--- src/rtl/stopwatch_timebase.sv ---
// stopwatch_timebase: single-clock tick-enable timebase and PAUSE/RUN/ADJUST mode FSM (macro TIMEBASE_FAST_SIM_EN selects short fixed divisors)
module stopwatch_timebase #(
    parameter int CLK_HZ   = 100_000_000,
    parameter int ADJ_HZ   = 2,
    parameter int SCAN_HZ  = 500,
    parameter int BLINK_HZ = 4
) (
    input  logic       clk,
    input  logic       rst_n,
    input  logic       run_toggle,
    input  logic       adj,
    input  logic       clr,
    output logic       count_en,
    output logic       tick_1hz,
    output logic       tick_adj,
    output logic       tick_scan,
    output logic       blink,
    output logic [1:0] state
);
`ifdef TIMEBASE_FAST_SIM_EN
    localparam int DIV_1HZ  = 16;
    localparam int DIV_ADJ  = 8;
    localparam int DIV_SCAN = 2;
    localparam int DIV_BLK  = 4;
    localparam bit EXACT    = 1'b1;
`else
    localparam int DIV_1HZ  = CLK_HZ;
    localparam int DIV_ADJ  = (ADJ_HZ > 0) ? CLK_HZ / ADJ_HZ : 0;
    localparam int DIV_SCAN = (SCAN_HZ > 0) ? CLK_HZ / SCAN_HZ : 0;
    localparam int DIV_BLK  = (BLINK_HZ > 0) ? CLK_HZ / (2 * BLINK_HZ) : 0;
    localparam bit EXACT    = (DIV_ADJ * ADJ_HZ == CLK_HZ) && (DIV_SCAN * SCAN_HZ == CLK_HZ)
                              && (DIV_BLK * 2 * BLINK_HZ == CLK_HZ);
`endif
    localparam int W_1HZ  = (DIV_1HZ > 2) ? $clog2(DIV_1HZ) : 1;
    localparam int W_ADJ  = (DIV_ADJ > 2) ? $clog2(DIV_ADJ) : 1;
    localparam int W_SCAN = (DIV_SCAN > 2) ? $clog2(DIV_SCAN) : 1;
    localparam int W_BLK  = (DIV_BLK > 2) ? $clog2(DIV_BLK) : 1;
    localparam logic [W_1HZ-1:0]  MAX_1HZ  = W_1HZ'(DIV_1HZ - 1);
    localparam logic [W_ADJ-1:0]  MAX_ADJ  = W_ADJ'(DIV_ADJ - 1);
    localparam logic [W_SCAN-1:0] MAX_SCAN = W_SCAN'(DIV_SCAN - 1);
    localparam logic [W_BLK-1:0]  MAX_BLK  = W_BLK'(DIV_BLK - 1);

    if (DIV_1HZ < 2 || DIV_ADJ < 2 || DIV_SCAN < 2 || DIV_BLK < 2 || !EXACT) begin : g_bad_div
        $fatal(1, "stopwatch_timebase: every divisor must be an integer >= 2");
    end

    typedef enum logic [1:0] {PAUSE = 2'b00, RUN = 2'b01, ADJUST = 2'b10} state_t;

    state_t            cur, nxt;
    logic [W_1HZ-1:0]  cnt_1hz;
    logic [W_ADJ-1:0]  cnt_adj;
    logic [W_SCAN-1:0] cnt_scan;
    logic [W_BLK-1:0]  cnt_blk;

    wire run_now   = (cur == RUN);
    wire adj_now   = (cur == ADJUST);
    wire wrap_1hz  = (cnt_1hz == MAX_1HZ);
    wire wrap_adj  = (cnt_adj == MAX_ADJ);
    wire enter_adj = (nxt == ADJUST) && !adj_now;

    assign state = cur;

    // next mode: adj level dominates, leaving ADJUST or clr parks in PAUSE, run_toggle flips PAUSE/RUN; the unused code falls to PAUSE
    always_comb begin
        nxt = adj ? ADJUST
            : (adj_now || clr) ? PAUSE
            : run_toggle ? (run_now ? PAUSE : RUN)
            : (run_now ? RUN : PAUSE);
    end

    // mode register
    always_ff @(posedge clk or negedge rst_n) begin
        if (!rst_n) cur <= PAUSE;
        else        cur <= nxt;
    end

    // 1 Hz phase advances only in RUN so a pause keeps the sub-second position
    always_ff @(posedge clk or negedge rst_n) begin
        if (!rst_n) begin
            cnt_1hz  <= '0;
            tick_1hz <= 1'b0;
        end else begin
            tick_1hz <= run_now && wrap_1hz;
            if (clr)          cnt_1hz <= '0;
            else if (run_now) cnt_1hz <= wrap_1hz ? '0 : cnt_1hz + 1'b1;
        end
    end

    // adjust phase restarts on each entry into ADJUST so the first step is a full period away
    always_ff @(posedge clk or negedge rst_n) begin
        if (!rst_n) begin
            cnt_adj  <= '0;
            tick_adj <= 1'b0;
        end else begin
            tick_adj <= adj_now && wrap_adj;
            if (clr || enter_adj) cnt_adj <= '0;
            else if (adj_now)     cnt_adj <= wrap_adj ? '0 : cnt_adj + 1'b1;
        end
    end

    // count enable follows the tick of the mode that was active when the tick was generated
    always_ff @(posedge clk or negedge rst_n) begin
        if (!rst_n) count_en <= 1'b0;
        else        count_en <= (run_now && wrap_1hz) || (adj_now && wrap_adj);
    end

    // free-running display scan tick
    always_ff @(posedge clk or negedge rst_n) begin
        if (!rst_n) begin
            cnt_scan  <= '0;
            tick_scan <= 1'b0;
        end else begin
            tick_scan <= (cnt_scan == MAX_SCAN);
            cnt_scan  <= (cnt_scan == MAX_SCAN) ? '0 : cnt_scan + 1'b1;
        end
    end

    // free-running blink square wave, one toggle per divider wrap
    always_ff @(posedge clk or negedge rst_n) begin
        if (!rst_n) begin
            cnt_blk <= '0;
            blink   <= 1'b0;
        end else begin
            blink   <= (cnt_blk == MAX_BLK) ? ~blink : blink;
            cnt_blk <= (cnt_blk == MAX_BLK) ? '0 : cnt_blk + 1'b1;
        end
    end
endmodule

--- config.mk ---
export PLATFORM = sky130hd
export DESIGN_NAME = stopwatch_timebase
export DESIGN_NICKNAME = d
export VERILOG_FILES = /design/src/rtl/stopwatch_timebase.sv
export SDC_FILE = /design/constraint.sdc
export NUM_CORES = 1
export LEC_CHECK = 0
export BUFFER_PORTS_ARGS = -buffer_cell sky130_fd_sc_hd__buf_2
export CAP_MARGIN = 30
export CORE_ASPECT_RATIO = 0.6
export CORE_MARGIN = 1.5
export CORE_UTILIZATION = 50
export DETAILED_ROUTE_END_ITERATION = 10
export PLACE_DENSITY = 0.74
export SLEW_MARGIN = 20
export SYNTH_ARGS = -nofsm -noshare
export SYNTH_HDL_FRONTEND = slang
export SYNTH_SLANG_ARGS = --single-unit
export TNS_END_PERCENT = 10
--- constraint.sdc ---
create_clock -name clk -period 2.7 [get_ports clk]
set_clock_uncertainty 0.1 [all_clocks]
set_input_delay 0.54 -clock clk [delete_from_list [all_inputs] [get_ports clk]]
set_output_delay 0.54 -clock clk [all_outputs]
set_load 0.03 [all_outputs]
# After elaboration in Yosys (flattened, before gate mapping)
# Cells that the tools add are included.
dict set report totals {
  regBits 102
  latch_bits 0
  ramBits 0
  romBits 0
  inputBits 5
  out_inout_bits 7
  word_cells 44
  mem_count 0
}
dict set report classes {
  add_sub_neg 4
  mul 0
  div 0
  order_cmp 0
  eq_ne 7
  shifts 0
  muxes 13
  bitwise 1
  n_reduce_logical 9
}
# op n
set ops {}
lappend ops {{$mux 27} 3}
lappend ops {{$mux 26} 3}
lappend ops {{$add 27x1->27 const B} 1}
lappend ops {{$eq 27x27->1 const B} 1}
lappend ops {{$add 26x1->26 const B} 1}
lappend ops {{$eq 26x26->1 const B} 1}
lappend ops {{$add 24x1->24 const B} 1}
lappend ops {{$eq 24x24->1 const B} 1}
lappend ops {{$mux 24} 1}
lappend ops {{$add 18x1->18 const B} 1}
lappend ops {{$eq 18x18->1 const B} 1}
lappend ops {{$mux 18} 1}
lappend ops {{$eq 2x2->1 const B} 2}
lappend ops {{$mux 1} 4}
lappend ops {{$reduce_bool 2->1} 2}
lappend ops {{$logic_and 1x1->1} 3}
lappend ops {{$logic_or 1x1->1} 3}
lappend ops {{$eq 2x1->1 const B} 1}
lappend ops {{$mux 2} 1}
lappend ops {{$logic_not 1->1} 1}
lappend ops {{$not 1->1} 1}

# Depth between registers and ports, before layout
# Gate-level depths: netlist (run 1).
dict set report depth {
  depth_word 9
  mapped_depth 7
  mapped_depth_nobuf 6
}

# Least setup slack after synthesis (run 1)
# Ideal clock, no wire load.
dict set report synth_timing {
  path_kind {register to register}
  from {register cnt_adj[18]}
  to {register cnt_adj[21]}
  arrival_ns 1.938
  t_required_ns 2.480
  setup_slack_ns 0.542
  stages_incl_launch_ff 8
  path_buffers 2
  cell_sequence {dfrtp_1 -> buf_6 -> or4b_4 -> nor4_4 -> a211oi_1 -> buf_6 -> a32o_1 -> a31o_1}
}
dict set report synth_between {
  elab_chain_cells 4
  elab_cells_between_ends 5
  cone_classes {1 x add/sub; 1 x eq/ne; 3 x mux}
}
# element line_no
set synth_rtl {}
lappend synth_rtl {{start: declaration} 51} ;# logic [W_ADJ-1:0] cnt_adj;
lappend synth_rtl {{start signal: assignment} 97} ;# else if (adj_now) cnt_adj <= wrap_adj ? '0 : cnt_adj + 1'b1;
lappend synth_rtl {{$add 26x1->26 / $eq 26x26->1 (equally long branches)} {97, 58}}
lappend synth_rtl {{$mux 26 * (2 in series)} 97}
lappend synth_rtl {{$mux 26 *} 96} ;# if (clr || enter_adj) cnt_adj <= '0;
# Every way passes the cells marked *; elsewhere a longest branch is shown, timed or not. The select of a mux whose other input is x is not followed.
# A chain may end at the register's enable or synchronous reset.

# Final worst setup path (run 1)
dict set report layout_timing {
  from {register cnt_adj[18]}
  to {register cnt_adj[16]}
}
dict set report layout_between {
  elab_chain_cells 4
}
# element line_no
set layout_rtl {}
lappend layout_rtl {{$eq 26x26->1} 58} ;# wire wrap_adj = (cnt_adj == MAX_ADJ);
lappend layout_rtl {{$mux 26 (2 in series)} 97}
lappend layout_rtl {{$mux 26} 96}
# Every way passes these cells. The select of a mux whose other input is x is not followed.

==> flow_metrics.env, run 1 <==
export IMPL_status="finished clean"
export IMPL_cts_buffers=9
export IMPL_fp_dieW_um=136
export IMPL_synth_seq_cells=102
export IMPL_yosysUniqueCellTypes=58
export IMPL_fmax_ghz=0.424
export IMPL_ioPinCount=12
export IMPL_initial_utilization=0.526
export IMPL_layout_drive_gt1_share=0.0893
export IMPL_grt_pass1_wl_um=20700
export IMPL_slowest_delay_ns=0.61
export IMPL_critPathRequiredTime_ns=2.81
export IMPL_synth_common_cells="dfrtp_1 (102), nor2_1 (65), nand3_1 (44), nand4_1 (39)"
export IMPL_ir_worst_vdd_v=0.000365
export IMPL_cpMaxStageDelayCell="or4b_4"
export IMPL_vias_per_cell=6.18
export IMPL_place_congestion=0.876
export IMPL_min_period_ns=2.36
export IMPL_worstPathCellList="or4b_4 -> nor4_4 -> and3_1 -> a211o_1 -> nor2_1"
export IMPL_synth_cells=550
export IMPL_post_place_ws_ns=0.389
export IMPL_synthTopCellsByArea="dfrtp_1 (48%), xor2_1 (5.9%), nand4_1 (4.6%), nor2_1 (4.6%), nand3_1 (4.1%)"
export IMPL_fin_tns_setup_ns=0
export IMPL_first_global_vias=4220
export IMPL_yosysWarningCount=0
export IMPL_final_cells=706
export IMPL_postRouteWirelength_um=11800
export IMPL_max_cap_violations=0
export IMPL_cp_end_kind="register"
export IMPL_dieArea_um2=11300
export IMPL_post_synth_top_area_cell="dfrtp_1"
export IMPL_synth_edf_count=0
export IMPL_grt_max_degree=53
export IMPL_pwr_density_cell_nw_per_um2=498
export IMPL_r2r_slack_ns=0.34
export IMPL_synth_most_common_cell="dfrtp_1"
export IMPL_async_flop_share=1.00
export IMPL_track_usage=0.227
export IMPL_vias=4362
export IMPL_worstSetupStartpointType="register"
export IMPL_yosysTopAreaCellShare=0.481
export IMPL_clock_sinks=102
export IMPL_worst_slack_ns=0.343
export IMPL_cts_buffer_depth=2
export IMPL_min_path_type="in2async"
export IMPL_seq_area_frac_synth=0.481
export IMPL_htreeDepth=3
export IMPL_num_rows=28
export IMPL_syn_nets=560
export IMPL_n_antenna_cell=0
export IMPL_area_delta_synth_final_pct=10.2
export IMPL_core_um2=10100
export IMPL_path_class="reg2reg"
export IMPL_wl_per_cell_um=16.7
export IMPL_leakage_nw=2.44
export IMPL_finalSetupViolations=0
export IMPL_nets=576
export IMPL_worst_pin_slew_ns=0.723
export IMPL_crit_fanout=12
export IMPL_arrival_ns=2.47
export IMPL_place_area_um2=5560
export IMPL_hold_buffers=0
export IMPL_power_w=0.00291
export IMPL_grt_overflow_total=0
export IMPL_clockRootBuffer="clkbuf_16"
export IMPL_synth_area_um2=5310
export IMPL_drt_pass1_iter_count=5
export IMPL_slew_headroom=0.517
export IMPL_drc=0
export IMPL_antenna_found_initial=0
export IMPL_clk_pin_slew_ns=0.07
export IMPL_hpwlAfterDp_um=8140
export IMPL_ant_nets=0
export IMPL_clk_latency_ns=0.34
export IMPL_cts_tree="done"
export IMPL_postCtsSetupRepairBufs=0
export IMPL_avgSynthCellArea_um2=9.66
export IMPL_portBuffers=11
export IMPL_finalCritPeriodShare=0.873
export IMPL_fp_dieH_um=82.8
export IMPL_synth_ff_type="dfrtp_1"
export IMPL_drtIter0Drc=415
export IMPL_hold_viol=0
export IMPL_cts_resized=0
export IMPL_rsz0062_at_grt="false"
export IMPL_num_fill_cells=883
export IMPL_fin_area_um2=5850
export IMPL_slew_violations=0
export IMPL_dp_cells=690
cell type report:
cell class | count | area, um2 | share of cell area
clock inverters | 5 | 57.6 | 0.00984
well taps | 135 | 169 | 0.0289
multi-input cells | 416 | 2620 | 0.448
inverters | 11 | 41.3 | 0.00706
flip-flops and latches | 102 | 2550 | 0.436
clock buffers | 11 | 233 | 0.0398
repair buffers | 26 | 180 | 0.0308
report_power, final:
group | switching (W) | internal [W] | leakage (nW)
clock network | 0.000555 | 0.000721 | 0.144
logic | 0.0000738 | 0.0000230 | 0.903
registers | 0.00000673 | 0.00153 | 1.39
layer usage:
layer / track usage / up-vias / wire length [um]
li1: - / 2029 / -
met1: 0.347 / 2167 / 5680
met2: 0.330 / 149 / 5090
met3: 0.0415 / 17 / 825
met4: 0.0571 / 0 / 156
met5: 0 / - / 0
registers in the layout, indices dropped and copies added, names as in the netlist:
name,flops
tick_adj,1
state,2
tick_1hz,1
tick_scan,1
cnt_adj,26
cnt_scan,18
cnt_1hz,27
count_en,1
cnt_blk,24
blink,1
metrics by stage:
step	hold slack, ns	utilization
2_1_floorplan	0.144	-
3_3_place_gp	0.351	0.550
3_5_place_dp	0.363	0.551
4_1_cts	0.142	0.580
5_1_grt	0.166	0.580
6_report	0.111	0.580
final timing paths:
check / startpoint / endpoint / cells after the start
min: rst_n / tick_1hz / 1
max in group asynchronous: rst_n / cnt_adj[12] / 2
min in group clk: adj / state[1] / 1
max: cnt_adj[18] / cnt_adj[16] / 5
max reg2reg: cnt_adj[18] / cnt_adj[16] / 5
min reg2reg: blink / blink / 1
cells in the final DEF (no fill, tap or decap), types with 4 or more instances in the layout:
cell type  netlist  routed
a21oi_1         21      21
nor3_1          14      14
xnor2_1         22      22
nor4_2           4       4
a31oi_1         11      11
nand2b_1         7       7
or4_1            6       6
nor2b_1          5       5
o32ai_1          6       6
ha_1             5       5
buf_2            2      11
xor2_1          36      36
and3_1          14      14
and4_1           8       8
nand3_1         44      44
buf_4            0      14
and2_1           5       5
nor2_1          65      65
nand2_1         36      36
or3_1            6       6
nor4bb_1         4       4
nor4_1           7       7
inv_1           11      11
o21ai_1          7       7
nand4_1         39      39
clkbuf_16        0       9
dfrtp_1        102     102
cells by family (layout without fill, tap and decap cells):
| kind of cell | count (synthesis) | count (layout) | share of synthesized area |
|---|---|---|---|
| muxes | 5 | 5 | 0.00989 |
| DFF | 102 | 102 | 0.481 |
| xor gates and xnor gates | 58 | 58 | 0.0956 |
| buffers and inverters | 32 | 53 | 0.0273 |
| AOI/OAI and AO/OA | 66 | 66 | 0.0806 |
| and+or+nand+nor | 282 | 282 | 0.294 |
| adders and majority gates | 5 | 5 | 0.0118 |
critical path: cells and delay by family (launching register included):
kind	cells	cell delay, ns
AND/OR/NAND/NOR	4	1.27
flip-flops	1	0.47
AO/OA/AOI/OAI	1	0.38
Power figures use the tool's default switching activity.
==> run 2: changes to the inputs <==
==> constraint.sdc (replaced) <==
create_clock -name clk -period 2.7 [get_ports clk]
set_clock_uncertainty 0.1 [all_clocks]
set_input_delay 0.27 -clock clk [delete_from_list [all_inputs] [get_ports clk]]
set_output_delay 0.27 -clock clk [all_outputs]
set_load 0.03 [all_outputs]
==> flow_metrics.env, run 2 (same netlist as run 1, synthesis figures left out) <==
export IMPL_drtIter0Drc=407
export IMPL_finalSetupViolations=0
export IMPL_grt_max_degree=61
export IMPL_portBuffers=11
export IMPL_num_rows=28
export IMPL_pwr_density_cell_nw_per_um2=505
export IMPL_finalCritPeriodShare=0.891
export IMPL_drc=0
export IMPL_final_common_cell="dfrtp_1"
export IMPL_timing_rr_start="cnt_adj[0]"
export IMPL_layout_drive_gt1_share=0.0941
export IMPL_pwr_share_clk=0.451
export IMPL_fmax_ghz=0.416
export IMPL_ioPinCount=12
export IMPL_critPathTopFamily="simple AND/OR/NAND/NOR gates"
export IMPL_r2r_slack_ns=0.30
export IMPL_clockRootBuffer="clkbuf_16"
export IMPL_cts_tree="done"
export IMPL_intPower_w=0.00229
export IMPL_postRouteWirelength_um=11500
export IMPL_drt_pass1_iter_count=5
export IMPL_core_um2=10100
export IMPL_first_global_vias=4059
export IMPL_place_congestion=0.880
export IMPL_cts_resized=0
export IMPL_grt_overflow_total=0
export IMPL_crit_fanout=12
export IMPL_combPwrFrac=0.033
export IMPL_holdPathEnd="state[0]"
export IMPL_r2r_end="cnt_adj[2]"
export IMPL_initial_utilization=0.526
export IMPL_dieArea_um2=11300
export IMPL_worstPathCellList="ha_1 -> nand3_1 -> nor4_2 -> and3_1 -> a211o_1 -> nor2_1"
export IMPL_ant_nets=0
export IMPL_rsz0062_at_grt="false"
export IMPL_largest_register_ffs=27
export IMPL_cts_buffer_depth=2
export IMPL_path_class="reg2reg"
export IMPL_ir_worst_vdd_v=0.000403
export IMPL_fp_dieH_um=82.8
export IMPL_cp_num_cells=6
export IMPL_clock_sinks=102
export IMPL_htreeDepth=3
export IMPL_postCtsSetupRepairBufs=0
export IMPL_hpwlAfterDp_um=7830
export IMPL_path_buf_inv=0
export IMPL_regMostFlops="cnt_1hz"
export IMPL_reg_top3="cnt_1hz: 27 flops, cnt_adj: 26 flops, cnt_blk: 24 flops"
export IMPL_worst_pin_slew_ns=0.616
export IMPL_clk_pin_slew_ns=0.07
export IMPL_min_period_ns=2.40
export IMPL_slew_violations=0
export IMPL_nets=579
export IMPL_max_cap_violations=0
export IMPL_cpMaxStageDelayCell="dfrtp_1"
export IMPL_worstSetupStartpointType="register"
export IMPL_area_delta_synth_final_pct=11.2
export IMPL_min_from="run_toggle"
export IMPL_cp_end_kind="register"
export IMPL_hold_viol=0
export IMPL_p_seq_frac=0.516
export IMPL_fin_tns_setup_ns=0
export IMPL_critPathRequiredTime_ns=2.81
export IMPL_n_antenna_cell=0
export IMPL_min_path_type="in2reg"
export IMPL_cts_buffers=9
export IMPL_fp_dieW_um=136
export IMPL_status="finished clean"
export IMPL_grt_pass1_wl_um=19900
export IMPL_track_usage=0.218
export IMPL_antenna_found_initial=0
export IMPL_wl_per_cell_um=16.2
export IMPL_arrival_ns=2.52
export IMPL_power_switching_w=0.000689
export IMPL_switching_share=0.231
export IMPL_clk_latency_ns=0.34
export IMPL_hold_buffers=1
export IMPL_reg2reg_depth=6
export IMPL_worstHoldPathCells=3
export IMPL_leakage_nw=2.46
export IMPL_vias=4286
export IMPL_slowest_delay_ns=0.51
export IMPL_slew_headroom=0.586
export IMPL_layout_common_cells="dfrtp_1 (102), nor2_1 (65), nand3_1 (44), nand4_1 (39)"
export IMPL_vias_per_cell=6.05
export IMPL_hold_ws_ns=0.109
run 2: how the worst max path moves through the flow:
stage	from	to	slack, ns
final	cnt_adj[0]	cnt_adj[2]	0.30
after global placement	cnt_adj[0]	cnt_adj[21]	0.46
after global routing	cnt_adj[0]	cnt_adj[14]	0.11
after floorplan	cnt_adj[18]	cnt_adj[21]	0.54
after CTS	cnt_adj[0]	cnt_adj[21]	0.32
after detailed placement	cnt_adj[0]	cnt_adj[21]	0.40
run 2: cell type report:
cell class / instances / area [um2]
clock buffer: 9 / 225
clock inverter: 7 / 88.8
fill: 879 / 4180
inverter: 11 / 41.3
multi-input combinational: 416 / 2620
sequential: 102 / 2550
tap: 135 / 169
timing repair buffer: 29 / 210
run 2: metal layers:
metal,global-route usage,share of wire,up-vias
met4,0.0426,0.0084,0
met3,0.0531,0.065,10
met1,0.327,0.49,2104
met5,0,0,-
met2,0.321,0.43,139
li1,-,-,2033
run 2: power groups by stage:
stage | clock (W) | combinational [W] | sequential (W)
final | 0.00135 | 0.0000985 | 0.00154
after global routing | 0.00145 | 0.000112 | 0.00154
after CTS | 0.00137 | 0.0000996 | 0.00154
after detailed placement | 0 | 0.0000979 | 0.00157
after global placement | 0 | 0.0000951 | 0.00157
after floorplan | 0 | 0.0000433 | 0.00157
run 2: per-stage QoR:
step	instances	util	power, W	worst slack, ns	cell area [um2]
2_1_floorplan	550	-	0.00161	0.542	5310
3_3_place_gp	691	0.552	0.00166	0.461	5570
3_5_place_dp	691	0.552	0.00167	0.400	5570
4_1_cts	708	0.584	0.00301	0.324	5900
5_1_grt	709	0.585	0.00310	0.113	5910
6_report	709	0.585	0.00298	0.295	5910
run 2: worst min-delay path, cell delays in order:
cell     delay [ns]
buf_2          0.09
xnor2_1        0.12
nor2_1         0.04
==> run 3: changes to the inputs <==
--- a/config.mk
+++ b/config.mk
@@ -5,7 +5,7 @@
 export SDC_FILE = /design/constraint.sdc
 export NUM_CORES = 1
 export LEC_CHECK = 0
-export BUFFER_PORTS_ARGS = -buffer_cell sky130_fd_sc_hd__buf_2
+export BUFFER_PORTS_ARGS = -buffer_cell sky130_fd_sc_hd__buf_4
 export CAP_MARGIN = 30
 export CORE_ASPECT_RATIO = 0.6
 export CORE_MARGIN = 1.5
==> flow_metrics.env, run 3 (same netlist as run 1, synthesis figures left out) <==
export IMPL_grt_max_degree=60
export IMPL_drc=0
export IMPL_portBuffers=11
export IMPL_rsz0062_at_grt="false"
export IMPL_worst_pin_slew_ns=0.778
export IMPL_regMostFlops="cnt_1hz"
export IMPL_critPathRequiredTime_ns=2.82
export IMPL_core_um2=10100
export IMPL_reg2reg_depth=6
export IMPL_clk_latency_ns=0.35
export IMPL_vias=4264
export IMPL_postRouteWirelength_um=11500
export IMPL_track_usage=0.220
export IMPL_vias_per_cell=6.02
export IMPL_power_switching_w=0.000667
export IMPL_antenna_found_initial=0
export IMPL_cts_buffers=9
export IMPL_ir_worst_vdd_v=0.000466
export IMPL_worstHoldPathCells=3
export IMPL_path_buf_inv=1
export IMPL_postCtsSetupRepairBufs=0
export IMPL_fp_dieW_um=136
export IMPL_combPwrFrac=0.033
export IMPL_final_cells=708
export IMPL_grt_overflow_total=0
export IMPL_slew_violations=0
export IMPL_worstPathCellList="nor4bb_1 -> nor4bb_1 -> nand3_1 -> buf_4 -> a21oi_1 -> o32ai_1"
export IMPL_min_period_ns=2.32
export IMPL_drt_pass1_iter_count=7
export IMPL_initial_utilization=0.526
export IMPL_layout_drive_gt1_share=0.0908
export IMPL_ioPinCount=12
export IMPL_arrival_ns=2.44
export IMPL_slowest_delay_ns=0.44
export IMPL_power_w=0.00305
export IMPL_path_class="reg2reg"
export IMPL_fp_dieH_um=82.8
export IMPL_n_antenna_cell=0
export IMPL_largest_register_ffs=27
export IMPL_switching_share=0.219
export IMPL_num_rows=28
export IMPL_reg_top3="cnt_1hz: 27 flops, cnt_adj: 26 flops, cnt_blk: 24 flops"
export IMPL_intPower_w=0.00238
export IMPL_clk_pin_slew_ns=0.07
export IMPL_max_cap_violations=0
export IMPL_cts_buffer_depth=2
export IMPL_ant_nets=0
export IMPL_area_delta_synth_final_pct=11.7
export IMPL_wl_per_cell_um=16.2
export IMPL_pwr_share_clk=0.462
export IMPL_fmax_ghz=0.431
export IMPL_cts_tree="done"
export IMPL_hold_viol=0
export IMPL_min_path_type="in2reg"
export IMPL_final_common_cell="dfrtp_1"
export IMPL_r2r_end="cnt_1hz[3]"
export IMPL_crit_fanout=10
export IMPL_cpMaxStageDelayCell="dfrtp_1"
export IMPL_fin_tns_setup_ns=0
export IMPL_htreeDepth=3
export IMPL_pwr_density_cell_nw_per_um2=514
export IMPL_critPathTopFamily="simple AND/OR/NAND/NOR gates"
export IMPL_holdPathEnd="state[0]"
export IMPL_place_congestion=0.911
export IMPL_finalCritPeriodShare=0.859
export IMPL_slew_headroom=0.482
export IMPL_dp_cells=690
export IMPL_cp_end_kind="register"
export IMPL_dieArea_um2=11300
export IMPL_status="finished clean"
export IMPL_first_global_vias=4071
export IMPL_hold_buffers=2
export IMPL_layout_common_cells="dfrtp_1 (102), nor2_1 (65), nand3_1 (44), nand4_1 (39)"
export IMPL_grt_pass1_wl_um=20100
export IMPL_cts_resized=0
export IMPL_r2r_slack_ns=0.38
export IMPL_leakage_nw=2.46
export IMPL_min_from="run_toggle"
export IMPL_hpwlAfterDp_um=7750
export IMPL_timing_rr_start="cnt_1hz[8]"
export IMPL_clock_sinks=102
export IMPL_worstSetupStartpointType="register"
export IMPL_drtIter0Drc=447
export IMPL_p_seq_frac=0.505
export IMPL_nets=578
export IMPL_finalSetupViolations=0
export IMPL_clockRootBuffer="clkbuf_16"
export IMPL_critical_path_most_common_cell="nor4bb_1"
-- run 3: cell types whose count changed in the layout (fill, tap and decap cells not counted), sizes merged --
| cell | delta |
|---|---|
| clkbuf | +1 |
| bufinv | +1 |
| inv | -1 |
| clkinv | -1 |
| buf | -1 |
-- run 3: tightest hold or removal path, stage by stage --
cell,delay [ns]
buf_4,0.09
xnor2_1,0.10
nor2_1,0.04
-- run 3: stage by stage --
stage / setup WS [ns] / hold slack (ns) / util / area (um2)
3_5_place_dp: 0.430 / 0.290 / 0.554 / 5590
3_3_place_gp: 0.456 / 0.283 / 0.554 / 5590
4_1_cts: 0.398 / 0.0785 / 0.588 / 5930
2_1_floorplan: 0.542 / -0.126 / - / 5310
5_1_grt: 0.125 / 0.0983 / 0.588 / 5930
6_report: 0.381 / 0.0844 / 0.588 / 5930
-- run 3: layout make-up --
class | instances | area, um2
timing repair buffer | 28 | 228
multi-input combinational | 416 | 2620
inverter | 11 | 41.3
fill | 866 | 4160
clock buffer | 10 | 229
tap | 135 | 169
sequential | 102 | 2550
clock inverter | 6 | 92.6
-- run 3: how the worst max path moves through the flow --
stage	from	endpoint	depth (start not counted)
after floorplan	cnt_adj[18]	cnt_adj[21]	7
after global placement	cnt_1hz[8]	cnt_1hz[17]	6
after detailed placement	cnt_adj[10]	cnt_adj[21]	6
after CTS	cnt_adj[10]	cnt_adj[21]	6
after global routing	cnt_adj[0]	cnt_adj[15]	6
final	cnt_1hz[8]	cnt_1hz[3]	6
-- run 3: metal layers --
metal | up-vias | routed length, um | track usage
met5 | - | 0 | 0
met4 | 0 | 116 | 0.0513
met3 | 16 | 852 | 0.0562
met2 | 172 | 4890 | 0.312
met1 | 2046 | 5630 | 0.335
li1 | 2030 | - | -
-- run 3: power groups by stage --
stage	combinational, W	clock (W)	sequential (W)
6_report	0.000100	0.00141	0.00154
3_3_place_gp	0.0000974	0	0.00157
3_5_place_dp	0.0000990	0	0.00157
2_1_floorplan	0.0000433	0	0.00157
5_1_grt	0.000113	0.00150	0.00154
4_1_cts	0.000102	0.00143	0.00154
